## src/rtl/rvvi_hart_arb.sv

```systemverilog
// Round-robin NHART->1 RVVI retirement arbiter with a one-entry output slot; 1-cycle latency, in_ready only to the granted hart while the slot can load.
// Optional per-hart order-sequence checker enabled by `define RVVI_ARB_ORDER_CHECK_EN.
module rvvi_hart_arb #(
   parameter int NHART = 2,
   parameter int ILEN  = 32,
   parameter int XLEN  = 32,
   parameter int HW    = (NHART > 1) ? $clog2(NHART) : 1
) (
   input  logic                  clk,
   input  logic                  reset,
   input  logic [NHART-1:0]      in_valid,
   output logic [NHART-1:0]      in_ready,
   input  logic [NHART*64-1:0]   in_order,
   input  logic [NHART*ILEN-1:0] in_insn,
   input  logic [NHART*XLEN-1:0] in_pc_rdata,
   input  logic [NHART-1:0]      in_trap,
   output logic                  out_valid,
   input  logic                  out_ready,
   output logic [HW-1:0]         out_hart,
   output logic [63:0]           out_order,
   output logic [ILEN-1:0]       out_insn,
   output logic [XLEN-1:0]       out_pc_rdata,
   output logic                  out_trap,
   output logic                  order_err,
   output logic [HW-1:0]         err_hart
);

   logic            out_valid_q;
   logic [HW-1:0]   out_hart_q;
   logic [63:0]     out_order_q;
   logic [ILEN-1:0] out_insn_q;
   logic [XLEN-1:0] out_pc_q;
   logic            out_trap_q;
   logic [HW-1:0]   rr_ptr_q, rr_ptr_d;

   logic            load, gnt_any, xfer;
   logic [HW-1:0]   gnt_idx;
   logic [63:0]     sel_order;
   logic [ILEN-1:0] sel_insn;
   logic [XLEN-1:0] sel_pc;
   logic            sel_trap;

   assign load = !out_valid_q || out_ready;
   assign xfer = load && gnt_any && !reset;

   // First valid hart at or after rr_ptr, wrapping.
   always_comb begin
      int h;
      h       = 0;
      gnt_any = 1'b0;
      gnt_idx = '0;
      for (int k = 0; k < NHART; k++) begin
         h = int'(rr_ptr_q) + k;
         if (h >= NHART) h = h - NHART;
         if (!gnt_any && in_valid[h]) begin
            gnt_any = 1'b1;
            gnt_idx = h[HW-1:0];
         end
      end
   end

   always_comb begin
      in_ready = '0;
      if (xfer) in_ready[gnt_idx] = 1'b1;
   end

   always_comb begin
      rr_ptr_d = '0;
      if (int'(gnt_idx) != NHART - 1) rr_ptr_d = gnt_idx + 1'b1;
   end

   assign sel_order = in_order[int'(gnt_idx)*64 +: 64];
   assign sel_insn  = in_insn[int'(gnt_idx)*ILEN +: ILEN];
   assign sel_pc    = in_pc_rdata[int'(gnt_idx)*XLEN +: XLEN];
   assign sel_trap  = in_trap[gnt_idx];

   always_ff @(posedge clk) begin
      if (reset) begin
         out_valid_q <= 1'b0;
         out_hart_q  <= '0;
         out_order_q <= '0;
         out_insn_q  <= '0;
         out_pc_q    <= '0;
         out_trap_q  <= 1'b0;
         rr_ptr_q    <= '0;
      end else if (load) begin
         out_valid_q <= gnt_any;
         if (gnt_any) begin
            out_hart_q  <= gnt_idx;
            out_order_q <= sel_order;
            out_insn_q  <= sel_insn;
            out_pc_q    <= sel_pc;
            out_trap_q  <= sel_trap;
            rr_ptr_q    <= rr_ptr_d;
         end
      end
   end

   assign out_valid    = out_valid_q;
   assign out_hart     = out_hart_q;
   assign out_order    = out_order_q;
   assign out_insn     = out_insn_q;
   assign out_pc_rdata = out_pc_q;
   assign out_trap     = out_trap_q;

`ifdef RVVI_ARB_ORDER_CHECK_EN
   logic [NHART-1:0] seen_q;
   logic [63:0]      exp_q [NHART];
   logic             order_err_q;
   logic [HW-1:0]    err_hart_q;
   logic             mism;

   // The first packet from a hart only seeds the expectation.
   assign mism = seen_q[gnt_idx] && (sel_order != exp_q[gnt_idx]);

   always_ff @(posedge clk) begin
      if (reset) begin
         seen_q      <= '0;
         order_err_q <= 1'b0;
         err_hart_q  <= '0;
         for (int i = 0; i < NHART; i++) exp_q[i] <= '0;
      end else if (xfer) begin
         seen_q[gnt_idx] <= 1'b1;
         exp_q[gnt_idx]  <= sel_order + 64'd1;
         if (mism) begin
            order_err_q <= 1'b1;
            if (!order_err_q) err_hart_q <= gnt_idx;
         end
      end
   end

   assign order_err = order_err_q;
   assign err_hart  = err_hart_q;
`else
   assign order_err = 1'b0;
   assign err_hart  = '0;
`endif

endmodule

```

## config.mk

```make
export PLATFORM = sky130hd
export DESIGN_NAME = rvvi_hart_arb
export DESIGN_NICKNAME = d
export VERILOG_FILES = /design/src/rtl/rvvi_hart_arb.sv
export SDC_FILE = /design/constraint.sdc
export NUM_CORES = 1
export LEC_CHECK = 0
export CAP_MARGIN = 20
export CORE_MARGIN = 8
export CORE_UTILIZATION = 30
export DETAILED_ROUTE_END_ITERATION = 12
export GPL_ROUTABILITY_DRIVEN = 0
export PLACE_DENSITY_LB_ADDON = 0.1
export SKIP_CTS_REPAIR_TIMING = 1
export SYNTH_ARGS = -nofsm -noshare
export SYNTH_HDL_FRONTEND = slang
export SYNTH_SLANG_ARGS = --single-unit
```

## constraint.sdc

```tcl
create_clock -name clk -period 1.19 [get_ports clk]
set_clock_uncertainty 0.1 [all_clocks]
set_input_delay 0.238 -clock clk [delete_from_list [all_inputs] [get_ports clk]]
set_output_delay 0.238 -clock clk [all_outputs]
set_load 0.01 [all_outputs]
```

==> metrics.yaml <==
status:
  outcome: "finished with violations"
  violations: "negative setup slack"
clocking:
  clock_latency_ns: 0.41
  cts_root_buffer: "clkbuf_16"
  htree_levels: 4
  cts_tree: "built"
  numCtsBuffers: 17
  clk_path_buf_depth: 2
  cts_num_sinks: 132
  clkTransAtPathRegs_ns: 0.06
layout:
  final.fill_count: 2118
  layout_common_cells: "258 x clkdlybuf4s50_1, 180 x nand4_1, 158 x inv_1"
  fin_nets: 1396
  drive_above_1_share_pct: 38.5
  finalNonFillerCells: 1431
  syn2layout_area_growth_pct: 78.0
  design_area_um2: 12200
  final_common_cell: "clkdlybuf4s50_1"
worst_setup_path:
  critPathSlowestCell: "dfxtp_2"
  end_kind: "register"
  crit_top_cell: "buf_12"
  start_kind: "register"
  critPathTopFamily: "buffers and inverters"
  crit_fanout: 10
  cpPeakStageDelay_ns: 0.34
  crit_buf_inv: 4
  crit_chain: "buf_6 -> and2b_4 -> o21bai_4 -> buf_12 -> buf_12 -> buf_12 -> o221ai_2"
  worst-endpoint-required_ns: 1.38
  crit_type: "register to register"
  worstPathArrival_ns: 1.76
global_route:
  grt-ovfl-total: 0
  grt_pass1_vias: 7351
  antenna_found_initial: 3
  grt_usage_pct: 20.5
  grt_max_degree: 86
  grt_pass1_wl_um: 45500
die:
  die_h_um: 167
  num_io_pins: 398
  die_x_um: 167
  initial_utilization_pct: 30.4
  rows: 55
  core-area_um2: 22500
  die-area_um2: 27900
synth:
  yosysWarnings: 0
  ys_seq_area_share_pct: 38.6
  synth_seq_cells: 132
  syn-cell-area_um2: 6840
  syn_inst: 759
  avgSynthCellArea_um2: 9.01
  ys_types: 27
sta:
  worstMarginPinSlew_ns: 0.935
  setup_ws_ns: -0.383
  period_needed_ns: 1.57
  fin_crit_sh_pct: 132
  grt_setup_unrepaired: "true"
  setup-violations-final: 172
  slew_viol_final: 0
  slew_headroom_pct: 37.7
  fmax_ghz: 0.636
  report.final.hold_viol_count: 0
  fin_tns_setup_ns: -39.40
hold_path:
  hp-class: "input pin to register"
placed_design:
  placed_area_um2: 11000
  pre_cts_ws_ns: -0.989
  dp_hpwl_um: 20800
  io_buffers: 395
  placed_cells: 1383
flow_run:
  drv_cap: 0
power_and_ir_drop:
  leakagePower_nw: 4.83
  vdd_drop_max_v: 0.000963
  power_density_nw_per_um2: 1190
  p_total_mw: 14.6
routing:
  routed_wl_um: 30500
  drt-wirelength-per-cell_um: 21.3
  via_count: 7328
  drt_first_pass_iters: 6
  drc: 0
  drt-initial-drc-count: 408
  viasPerCell: 5.12
  drtAntennaViolNets: 0
synth_stat cells:
| library cell | count | area [um2] |
|---|---|---|
| and3_1 | 1 | 6.26 |
| dfxtp_1 | 132 | 2640 |
| inv_1 | 158 | 593 |
| o21bai_1 | 1 | 7.51 |
| buf_6 | 16 | 180 |
| conb_1 | 1 | 3.75 |
| nor2b_4 | 1 | 13.8 |
| o21bai_2 | 1 | 11.3 |
| a21oi_1 | 1 | 5.00 |
| and2b_4 | 1 | 10.0 |
| nand2b_4 | 1 | 13.8 |
| clkbuf_4 | 1 | 7.51 |
| o221ai_2 | 78 | 1170 |
| buf_12 | 3 | 60.1 |
| clkbuf_1 | 28 | 105 |
| buf_4 | 5 | 37.5 |
| inv_2 | 1 | 3.75 |
| o21ai_0 | 51 | 255 |
| nand2b_2 | 1 | 8.76 |
| nand4_1 | 180 | 1130 |
| nor2_8 | 1 | 20.0 |
| o21ai_1 | 1 | 5.00 |
| nand2_4 | 1 | 11.3 |
| buf_2 | 40 | 200 |
| a31oi_1 | 51 | 319 |
| buf_1 | 2 | 7.51 |
| nand4b_2 | 1 | 15.0 |
logic make-up (layout without fill, tap and decap cells):
family,count (synthesis),count (layout),synth area share (%)
other cells,1,3,0.0548
buf+inv,254,639,17.5
compound gates,184,184,25.9
flops,132,132,38.6
simple gates,188,188,17.9
worst min-delay path, stage by stage:
cell and delay [ns]:
buf_2 0.11, nor2b_4 0.04, and3_4 0.19, o21bai_1 0.14
power by group:
group          leakage (nW)  total (mW)  switching [mW]  internal [mW]
logic                  3.39        3.69            1.59           2.09
registers              1.14        5.14           0.257           4.89
clock network         0.296        5.72            2.16           3.57
routing by layer:
layer  wire length, um  global-route usage, %  vias up  part of all wire [%]
met5                23                      0        -                 0.075
met4               480                   5.52        4                   1.6
met3              2540                   7.42       30                   8.3
met2             15000                   34.0      291                    49
met1             12400                   24.7     3452                    41
li1                  -                      -     3551                     -
final timing paths:
kind	from	to	slack, ns	cells past startpoint
worst max-delay path	out_valid	out_pc_rdata[8]	-0.38	7
worst max register to register	out_valid	out_pc_rdata[8]	-0.38	7
worst min-delay path	reset	out_hart	0.26	4
worst min register to register	out_hart	out_hart	0.37	2
sequential cells by signal (all words and copies together) (netlist names):
name / cells
rr_ptr_q: 1
out_pc_rdata: 32
out_valid: 1
out_hart: 1
out_order: 64
out_trap: 1
out_insn: 32
through the flow:
step           utilization, %  hold slack, ns
5_1_grt                  54.1           0.267
2_1_floorplan               -           0.307
3_5_place_dp             48.9           0.368
3_3_place_gp             48.9           0.347
4_1_cts                  51.6           0.291
6_report                 54.1           0.265
final cells by class:
cell class	count	area [um2]	area share, %
flip-flops and latches	132	2810	23.1
clock buffers	19	443	3.64
clock inverters	12	179	1.47
diodes	1	2.50	0.0205
repair buffers	449	4760	39.1
well taps	285	357	2.93
multi-input cells	374	3040	24.9
inverters	159	597	4.90
Note: power is estimated with default switching activity, not from simulation.
